File: src/rtl/up3_if.sv
// Control/status bundle between the UP3 control unit (master) and the datapath (slave).
// Carries the control strobes, the program-load write port, and the datapath state
// returned to the controller (pc, opcode, value, ac, mem_data, zero, carry).
interface up3_if;
    logic       load_ac;
    logic       load_iru;
    logic       load_irl;
    logic       load_pc;
    logic       incr_pc;
    logic       fetch;
    logic       store_mem;
    logic       prog_we;
    logic [7:0] prog_addr;
    logic [7:0] prog_data;
    logic [7:0] pc;
    logic [7:0] opcode;
    logic [7:0] value;
    logic [7:0] ac;
    logic [7:0] mem_data;
    logic       zero;
    logic       carry;

    modport master (
        output load_ac, load_iru, load_irl, load_pc, incr_pc, fetch, store_mem,
        output prog_we, prog_addr, prog_data,
        input  pc, opcode, value, ac, mem_data, zero, carry
    );

    modport slave (
        input  load_ac, load_iru, load_irl, load_pc, incr_pc, fetch, store_mem,
        input  prog_we, prog_addr, prog_data,
        output pc, opcode, value, ac, mem_data, zero, carry
    );
endinterface

File: src/rtl/up3_datapath.sv
// UP3 datapath: PC, IR (opcode/value), accumulator, carry flag and a 256x8
// program/data memory, driven by per-cycle strobes from the control unit.
// Ports: clk, reset (sync, active-high), bus (up3_if.slave: strobes,
// program-load port, and returned state pc/opcode/value/ac/mem_data/zero/carry).
module up3_datapath (
    input  logic clk,
    input  logic reset,
    up3_if.slave bus
);
    localparam int unsigned MEM_DEPTH = 256;
    localparam int unsigned AW        = 8;
    localparam int unsigned DW        = 8;

    localparam logic [DW-1:0] OP_LDI = 8'h01;
    localparam logic [DW-1:0] OP_LDA = 8'h02;
    localparam logic [DW-1:0] OP_ADD = 8'h03;
    localparam logic [DW-1:0] OP_SUB = 8'h04;
    localparam logic [DW-1:0] OP_AND = 8'h05;
    localparam logic [DW-1:0] OP_OR  = 8'h06;
    localparam logic [DW-1:0] OP_XOR = 8'h07;

    logic [DW-1:0] mem [MEM_DEPTH];

    logic [AW-1:0] pc_q;
    logic [DW-1:0] opcode_q;
    logic [DW-1:0] value_q;
    logic [DW-1:0] ac_q;
    logic [DW-1:0] mem_data_q;
    logic          carry_q;

    logic [AW-1:0] rd_addr;
    logic [DW:0]   sum;
    logic [DW:0]   diff;
    logic [DW-1:0] ac_nxt;
    logic          carry_nxt;

    assign rd_addr = bus.fetch ? pc_q : AW'(value_q);

    // ALU: decoded from the registered opcode, so a same-cycle load_iru cannot affect it.
    always_comb begin
        ac_nxt    = ac_q;
        carry_nxt = carry_q;
        sum       = {1'b0, ac_q} + {1'b0, mem_data_q};
        diff      = {1'b0, ac_q} - {1'b0, mem_data_q};
        case (opcode_q)
            OP_LDI: ac_nxt = value_q;
            OP_LDA: ac_nxt = mem_data_q;
            OP_ADD: begin
                ac_nxt    = sum[DW-1:0];
                carry_nxt = sum[DW];
            end
            OP_SUB: begin
                ac_nxt    = diff[DW-1:0];
                carry_nxt = diff[DW];   // borrow out of the 9-bit subtraction
            end
            OP_AND: ac_nxt = ac_q & mem_data_q;
            OP_OR:  ac_nxt = ac_q | mem_data_q;
            OP_XOR: ac_nxt = ac_q ^ mem_data_q;
            default: ;
        endcase
    end

    // Memory write port: program load beats a store; nothing is written during reset.
    always_ff @(posedge clk) begin
        if (!reset) begin
            if (bus.prog_we) begin
                mem[bus.prog_addr] <= bus.prog_data;
            end else if (bus.store_mem) begin
                mem[AW'(value_q)] <= ac_q;
            end
        end
    end

    // Synchronous read; non-blocking update gives old data on a same-address write.
    always_ff @(posedge clk) begin
        if (reset) begin
            mem_data_q <= '0;
        end else begin
            mem_data_q <= mem[rd_addr];
        end
    end

    // Architectural registers.
    always_ff @(posedge clk) begin
        if (reset) begin
            pc_q     <= '0;
            opcode_q <= '0;
            value_q  <= '0;
            ac_q     <= '0;
            carry_q  <= 1'b0;
        end else begin
            if (bus.load_pc) begin
                pc_q <= AW'(value_q);
            end else if (bus.incr_pc) begin
                pc_q <= pc_q + AW'(1);
            end
            if (bus.load_iru) opcode_q <= mem_data_q;
            if (bus.load_irl) value_q  <= mem_data_q;
            if (bus.load_ac) begin
                ac_q    <= ac_nxt;
                carry_q <= carry_nxt;
            end
        end
    end

    assign bus.pc       = DW'(pc_q);
    assign bus.opcode   = opcode_q;
    assign bus.value    = value_q;
    assign bus.ac       = ac_q;
    assign bus.mem_data = mem_data_q;
    assign bus.carry    = carry_q;
    assign bus.zero     = (ac_q == '0);

endmodule

File: src/flat_wrapper.sv
// flat-port wrapper written by rule: the top's interface ports become plain ports
module up3_datapath_flat 
  (clk, reset, bus_load_ac, bus_load_iru, bus_load_irl, bus_load_pc, bus_incr_pc, bus_fetch, bus_store_mem, bus_prog_we, bus_prog_addr, bus_prog_data, bus_pc, bus_opcode, bus_value, bus_ac, bus_mem_data, bus_zero, bus_carry);
  up3_if bus_i ();
  input  logic clk;
  input  logic reset;
  input wire logic [$bits(bus_i.load_ac)-1:0] bus_load_ac;
  input wire logic [$bits(bus_i.load_iru)-1:0] bus_load_iru;
  input wire logic [$bits(bus_i.load_irl)-1:0] bus_load_irl;
  input wire logic [$bits(bus_i.load_pc)-1:0] bus_load_pc;
  input wire logic [$bits(bus_i.incr_pc)-1:0] bus_incr_pc;
  input wire logic [$bits(bus_i.fetch)-1:0] bus_fetch;
  input wire logic [$bits(bus_i.store_mem)-1:0] bus_store_mem;
  input wire logic [$bits(bus_i.prog_we)-1:0] bus_prog_we;
  input wire logic [$bits(bus_i.prog_addr)-1:0] bus_prog_addr;
  input wire logic [$bits(bus_i.prog_data)-1:0] bus_prog_data;
  output wire logic [$bits(bus_i.pc)-1:0] bus_pc;
  output wire logic [$bits(bus_i.opcode)-1:0] bus_opcode;
  output wire logic [$bits(bus_i.value)-1:0] bus_value;
  output wire logic [$bits(bus_i.ac)-1:0] bus_ac;
  output wire logic [$bits(bus_i.mem_data)-1:0] bus_mem_data;
  output wire logic [$bits(bus_i.zero)-1:0] bus_zero;
  output wire logic [$bits(bus_i.carry)-1:0] bus_carry;
  assign bus_i.load_ac = bus_load_ac;
  assign bus_i.load_iru = bus_load_iru;
  assign bus_i.load_irl = bus_load_irl;
  assign bus_i.load_pc = bus_load_pc;
  assign bus_i.incr_pc = bus_incr_pc;
  assign bus_i.fetch = bus_fetch;
  assign bus_i.store_mem = bus_store_mem;
  assign bus_i.prog_we = bus_prog_we;
  assign bus_i.prog_addr = bus_prog_addr;
  assign bus_i.prog_data = bus_prog_data;
  assign bus_pc = bus_i.pc;
  assign bus_opcode = bus_i.opcode;
  assign bus_value = bus_i.value;
  assign bus_ac = bus_i.ac;
  assign bus_mem_data = bus_i.mem_data;
  assign bus_zero = bus_i.zero;
  assign bus_carry = bus_i.carry;
  up3_datapath u_core (.clk(clk), .reset(reset), .bus(bus_i));
endmodule
File: config.mk
export PLATFORM = sky130hd
export DESIGN_NAME = up3_datapath_flat
export DESIGN_NICKNAME = d
export VERILOG_FILES = /design/src/rtl/up3_if.sv /design/src/rtl/up3_datapath.sv /design/src/flat_wrapper.sv
export SDC_FILE = /design/constraint.sdc
export NUM_CORES = 2
export LEC_CHECK = 0
export BUFFER_PORTS_ARGS = -buffer_cell sky130_fd_sc_hd__buf_2
export CAP_MARGIN = 20
export CORE_UTILIZATION = 62
export CTS_BUF_LIST = sky130_fd_sc_hd__clkbuf_4 sky130_fd_sc_hd__clkbuf_8 sky130_fd_sc_hd__clkbuf_16
export CTS_CLUSTER_DIAMETER = 30
export DETAILED_ROUTE_END_ITERATION = 12
export PLACE_DENSITY = 0.83
export SLEW_MARGIN = 20
export SYNTH_ARGS = -nofsm -noshare
export SYNTH_HDL_FRONTEND = slang
export SYNTH_SLANG_ARGS = --single-unit
export TNS_END_PERCENT = 100
File: constraint.sdc
create_clock -name clk -period 28.6 [get_ports clk]
set_input_delay 2.86 -clock clk [delete_from_list [all_inputs] [get_ports clk]]
set_output_delay 2.86 -clock clk [all_outputs]
set_load 0.005 [all_outputs]
==> results of run 1 <==
## logic make-up after synthesis
kind of cell,count (synthesis)
simple gates,1037
fa+ha+maj,27
mux,640
xor+xnor,9
flops,2089
buf+inv,336
compound gates,766
## stage by stage
step | setup slack, ps | hold slack, ps
global placement | 19600 | 464
CTS | 20340 | 479
detailed placement | 19630 | 473
floorplan | 12870 | 466
## cells in the mapped netlist, drive strengths merged, types with 25 or more instances
cell	n
edfxtp	2048
nand3	50
mux4	262
nor2	342
mux2i	372
clkbuf	151
dfxtp	41
ha	25
o22ai	84
o21ai	90
buf	159
a21oi	295
a2111oi	37
nand2	438
nor3	107
o221ai	126
inv	26
==> results.txt, run 1 <==
The run stopped with a tool error. The share of synthesized registers carrying an async set or reset was 0; the number of sinks driven by the clock tree was 2089. The synthesized design contains 2089 register bits. The H-tree was split into 5 levels. The number of hold buffers added after CTS was 0.

The starting utilization of the core area is 0.625, and the simple-gate portion of the synthesized area is 0.0525. The post-synthesis share of cell area spent on full adders, half adders and majority gates was 0.00423; the floorplan row count was 134. The share of cell area taken by muxes after synthesis came out at 0.116. Number of synthesis warnings: 0. Once the clock tree was built, the resizer swapped 0 gates to a different size. The mean cell area of the mapped netlist works out to 17.0 sq um. During placement, the flow inserted port buffers numbering 67.

Yosys attributes the largest share of cell area to sky130_fd_sc_hd__edfxtp_1 (74%), sky130_fd_sc_hd__mux4_2 (7.1%), sky130_fd_sc_hd__mux2i_1 (4.5%), sky130_fd_sc_hd__nand2_1 (2.0%), sky130_fd_sc_hd__a21oi_1 (1.8%). By area, the combinational part of the netlist is dominated by multiplexers. The xor-xnor portion of the synthesized cell area is 0.000945, and the number of I/O pins is 68. Counting flops with a built-in enable in the synthesized netlist gives 2048.

The tool reported: "[ERROR GRT-0228] Horizontal edge usage exceeds the maximum allowed. (11, 51) usage=65535 limit=3200". The synthesized-area fraction occupied by ao, oa, aoi and oai cells is 0.0594, and the number of distinct library cell variants in the gate-level netlist after synthesis is 70. When the netlist entered floorplanning its net count stood at 4957. The master cell of the clock root buffer was sky130_fd_sc_hd__clkbuf_16.

Entering global routing, the biggest net connects 257 pins. The most area-hungry cell type in the Yosys netlist is sky130_fd_sc_hd__edfxtp_1. Placed wire-length estimate after detailed placement: 125000 um. Counting every instance in the synthesized netlist gives 4904.

Die outline height: 369 um. It got as far as global routing and failed there. Post-CTS timing repair inserted 0 buffers for setup. The area share of the largest cell type after synthesis was 0.737; the TritonCTS buffer count was 327. After detailed placement, the total cell area comes to 85500 sq um. Once placement completed, the tool counted placed cells totaling 6516. After synthesis the cells add up to 83400 sq um.

The sequential area share after synthesis was 0.747; the routability congestion estimate was 0.925. The most used flip-flop cell after synthesis is sky130_fd_sc_hd__edfxtp_1. The floorplan step set the die width to 369 um. No sink is reached through more buffers than the 4 on the longest clock path.
==> inputs of run 2 (changes only) <==
--- a/config.mk
+++ b/config.mk
@@ -7,11 +7,9 @@
 export LEC_CHECK = 0
 export BUFFER_PORTS_ARGS = -buffer_cell sky130_fd_sc_hd__buf_2
 export CAP_MARGIN = 20
-export CORE_UTILIZATION = 62
-export CTS_BUF_LIST = sky130_fd_sc_hd__clkbuf_4 sky130_fd_sc_hd__clkbuf_8 sky130_fd_sc_hd__clkbuf_16
-export CTS_CLUSTER_DIAMETER = 30
+export CORE_UTILIZATION = 40
 export DETAILED_ROUTE_END_ITERATION = 12
-export PLACE_DENSITY = 0.83
+export PLACE_DENSITY_LB_ADDON = 0.15
 export SLEW_MARGIN = 20
 export SYNTH_ARGS = -nofsm -noshare
 export SYNTH_HDL_FRONTEND = slang
==> results.txt, run 2 <==
The run finished with clean final reports. The placed wire-length estimate after detailed placement came out at 144000 um. The run gives 17 as the number of antenna violations at the first check in global routing. In this run the cell area of the synthesized design comes to 83400 sq um. The critical path is of the in2reg type.

After technology mapping, the gate count stands at 4904. The number of antenna-violating nets in the routed design was 0; the area share of the largest cell type after synthesis was 0.737. The logs give 0 for the post-cts gate resize count and 5146 for the number of DRC violations after detailed-routing iteration 0. The synthesis-to-layout area growth was 11.9%. Counting both buffers and inverters, the worst setup path holds a total of 5. The tools report the critical path startpoint category as an input port.

In this run the core area contains 167 standard-cell rows. After the last flow step, the layout net total stands at 5031. The minimum setup slack among reg-to-reg paths was 21940 ps; the post-route core utilization was 0.450.

During I/O placement, the number of pins put on the boundary was 68. The met3 global-route usage is 0.0382, and the sequential share of power is 0.522. The first global-routing pass estimated 352000 um of wire. The clock passes through at most 3 buffers.

The met2 routing resource usage after global routing was 0.367; the time the final worst path needs with I/O delays and setup was 8870 ps. The peak supply drop came out at 46.6 uV. The number of global-route vias before repair is 45280. The kind of cell adding the most delay to the critical path is buffers and inverters. The analysis attributes to net switching a power of 1.53 mW. The share of the clock period used by the worst path after layout is 0.310. The most common cell in the synthesized netlist is sky130_fd_sc_hd__edfxtp_1. The clock transition at the registers of the reported paths was 60 ps.

The upper clock frequency limit came out at 0.113 GHz. The clock arrives with 29.8 ps of skew. The net switching fraction of the power is 0.235, and the count of final max-slew check failures is 0. The run gives 209 as the TritonCTS buffer count.

The number of synthesized flops with an enable pin came out at 2048. The run gives 2089 as the number of sinks driven by the clock tree. The tree is rooted in a sky130_fd_sc_hd__clkbuf_16. The most area-hungry cell type in the Yosys netlist is sky130_fd_sc_hd__edfxtp_1. The later pin in the worst-skew pair is clocked with a latency of 870 ps.

The most used flip-flop cell after synthesis was sky130_fd_sc_hd__edfxtp_1. After synthesis the netlist holds a flip-flop and latch count of 2089. The count of buffers from port buffering is 67, and the core region area is 207000 sq um. After detailed routing, the average wire length per cell comes to 31.3 um. A synthesized cell averages 17.0 sq um.

The number of setup violations in the final report came out at 0. After detailed routing, the total wire length is 249000 um. In the final layout, flip-flops and latches occupy 62300 sq um. The tools report the starting utilization of the core area as 0.403. The number of flip-flops under the largest register name was 2048. The tools report the required time reported for the critical path endpoint as 29380 ps.

Share of cells above drive strength 1: 0.148. The tools report the met1 layer usage reported by global route as 0.338. For the number of hold violations in the final report, the log shows 0.

Setup repair after global routing left no endpoint under its margin. The global router's overall resource usage is 0.235. The per-cell via count in the routed design came out at 5.89. Leaving out fill and tap cells, the most frequent cell in the layout is sky130_fd_sc_hd__edfxtp_1. The run gives 0 as the reported max-cap violation count.

The register with the most flip-flops in the final layout is u_core.mem. Traced cell by cell, the critical path runs through buf_2, mux2_8, buf_12, buf_4, buf_4, buf_4, mux2i_1, o221ai_1, a21oi_1, o21ai_0, nand3_1, nor4_1, a311o_1. In this run the most critical hold path is launched from u_core.bus.carry. Ranked by instance count, the synthesized netlist is headed by sky130_fd_sc_hd__edfxtp_1 (2048), sky130_fd_sc_hd__nand2_1 (438), sky130_fd_sc_hd__mux2i_1 (372).

The total overflow left after global routing is 0. The run gives 0 as the post-CTS setup buffer count. The floorplan step defined a die boundary enclosing 210000 sq um. The maximum fanout count along the critical path is 102.

In the post-synthesis netlist, the biggest area contributors are sky130_fd_sc_hd__edfxtp_1 (74%), sky130_fd_sc_hd__mux4_2 (7.1%), sky130_fd_sc_hd__mux2i_1 (4.5%), sky130_fd_sc_hd__nand2_1 (2.0%), sky130_fd_sc_hd__a21oi_1 (1.8%). The tools report the sequential area share after synthesis as 0.747. In this run the critical register-to-register path is launched from u_core.bus.value[0].

For this design the ratio of total power to cell area is 69.7 nW/um^2. For the total area of multi-input combinational cells, the log shows 19800 sq um. Kind of end point of the critical path: a register. The layer flagged by global routing as most heavily used is met2.

In this design, the stage delay of the slowest critical-path cell is 890 ps. The share of synthesized registers carrying an async set or reset is 0, and the die outline height is 459 um. The type of the worst min-delay path is reg2reg. The worst-margin pin slew came out at 1250 ps. The startpoint of the most critical setup path is bus_fetch.

Internal power comes to 4.98 mW. The number of synthesis warnings is 0. The part of the total power dissipated in the clock network was 0.402.

The layout has 18058 filler cells. For the routability congestion estimate, the log shows 0.858. The run gives 4957 as the number of nets in the synthesized netlist. For the relative slew slack, the log shows 0.162. The floorplan step set the die width to 459 um. The logs give 0 for the DRC violation count after routing and 0 ps for the setup TNS. Among all stages on the critical path, the largest delay is contributed by sky130_fd_sc_hd__nor4_1. After synthesis, the netlist uses 70 different library cells.

For this design the static power due to leakage is 28.5 nW. The logs give 0.076 for the combinational share of power and 9650 ps for the arrival time at the worst endpoint. For this block, the via count after detailed routing is 46737.

Among the stages of the critical path, the cell type that occurs most often is sky130_fd_sc_hd__buf_4. The total number of H-tree levels came out at 4. TritonCTS built the clock tree.

For the number of hold buffers added after CTS, the log shows 0. Leaving out fill and tap cells, the most frequent cells in the layout are sky130_fd_sc_hd__edfxtp_1 (2048), sky130_fd_sc_hd__nand2_1 (426), sky130_fd_sc_hd__mux2i_1 (366). The run gives 193 as the pin count of the biggest net entering global routing. The detailed-routing iteration count for the pre-antenna-repair pass was 6.
==> run 2: cell counts after synthesis <==
No cell type changed its count.
==> run 2: power by group through the flow <==
| stage | Clock [mW] | Sequential [mW] | Combinational, mW |
|---|---|---|---|
| 2_1_floorplan | 0 | 3.50 | 0.298 |
| 3_3_place_gp | 0 | 3.46 | 0.488 |
| 3_5_place_dp | 0 | 3.46 | 0.493 |
| 4_1_cts | 2.65 | 3.40 | 0.494 |
| 5_1_grt | 2.76 | 3.40 | 0.520 |
| 6_report | 2.61 | 3.40 | 0.493 |
==> run 2: final timing paths <==
path | to | cells after the start
max | u_core.bus.mem_data[2] | 13
min | u_core.bus.carry | 2
max reg2reg | u_core.bus.mem_data[2] | 12
min reg2reg | u_core.bus.carry | 2
==> run 2: logic make-up after synthesis <==
logic type,count (synthesis),share of synthesized area
and+or+nand+nor,1037,0.0525
muxes,640,0.116
xor gates and xnor gates,9,0.000945
adders and majority gates,27,0.00423
DFF,2089,0.747
buffers and inverters,336,0.0199
AOI/OAI and AO/OA,766,0.0594
==> run 2: layout make-up <==
cell class | instances | area share
clock buffer | 260 | 0.0593
tap | 2788 | 0.0374
timing repair buffer | 173 | 0.0139
inverter | 26 | 0.00105
clock inverter | 121 | 0.00926
multi-input combinational | 2479 | 0.212
sequential | 2089 | 0.667
antenna | 2 | 0.0000536
==> run 2: layer usage <==
metal | up-vias | routed length [um] | part of all wire
li1 | 19718 | - | -
met2 | 1977 | 116000 | 0.47
met1 | 24709 | 108000 | 0.43
met3 | 331 | 18800 | 0.075
met5 | - | 13 | 0.000052
met4 | 2 | 6380 | 0.026
==> run 2: metrics by stage <==
stage	std cells	worst slack [ps]	instance area, sq um	total power [mW]	hold WS, ps
5_1_grt	7937	19470	93400	6.68	524
3_5_place_dp	7554	18820	86900	3.96	485
3_3_place_gp	7553	18840	86900	3.95	465
2_1_floorplan	4904	12870	83400	3.79	466
4_1_cts	7935	19680	93300	6.55	496
6_report	7938	19730	93400	6.51	496
==> run 2: tightest hold or removal path: stages, from the launching register on <==
cell,delay (ps)
sky130_fd_sc_hd__dfxtp_1,310
sky130_fd_sc_hd__o21ai_0,70
sky130_fd_sc_hd__a21oi_1,60
Note: power is estimated with default switching activity, not from simulation.
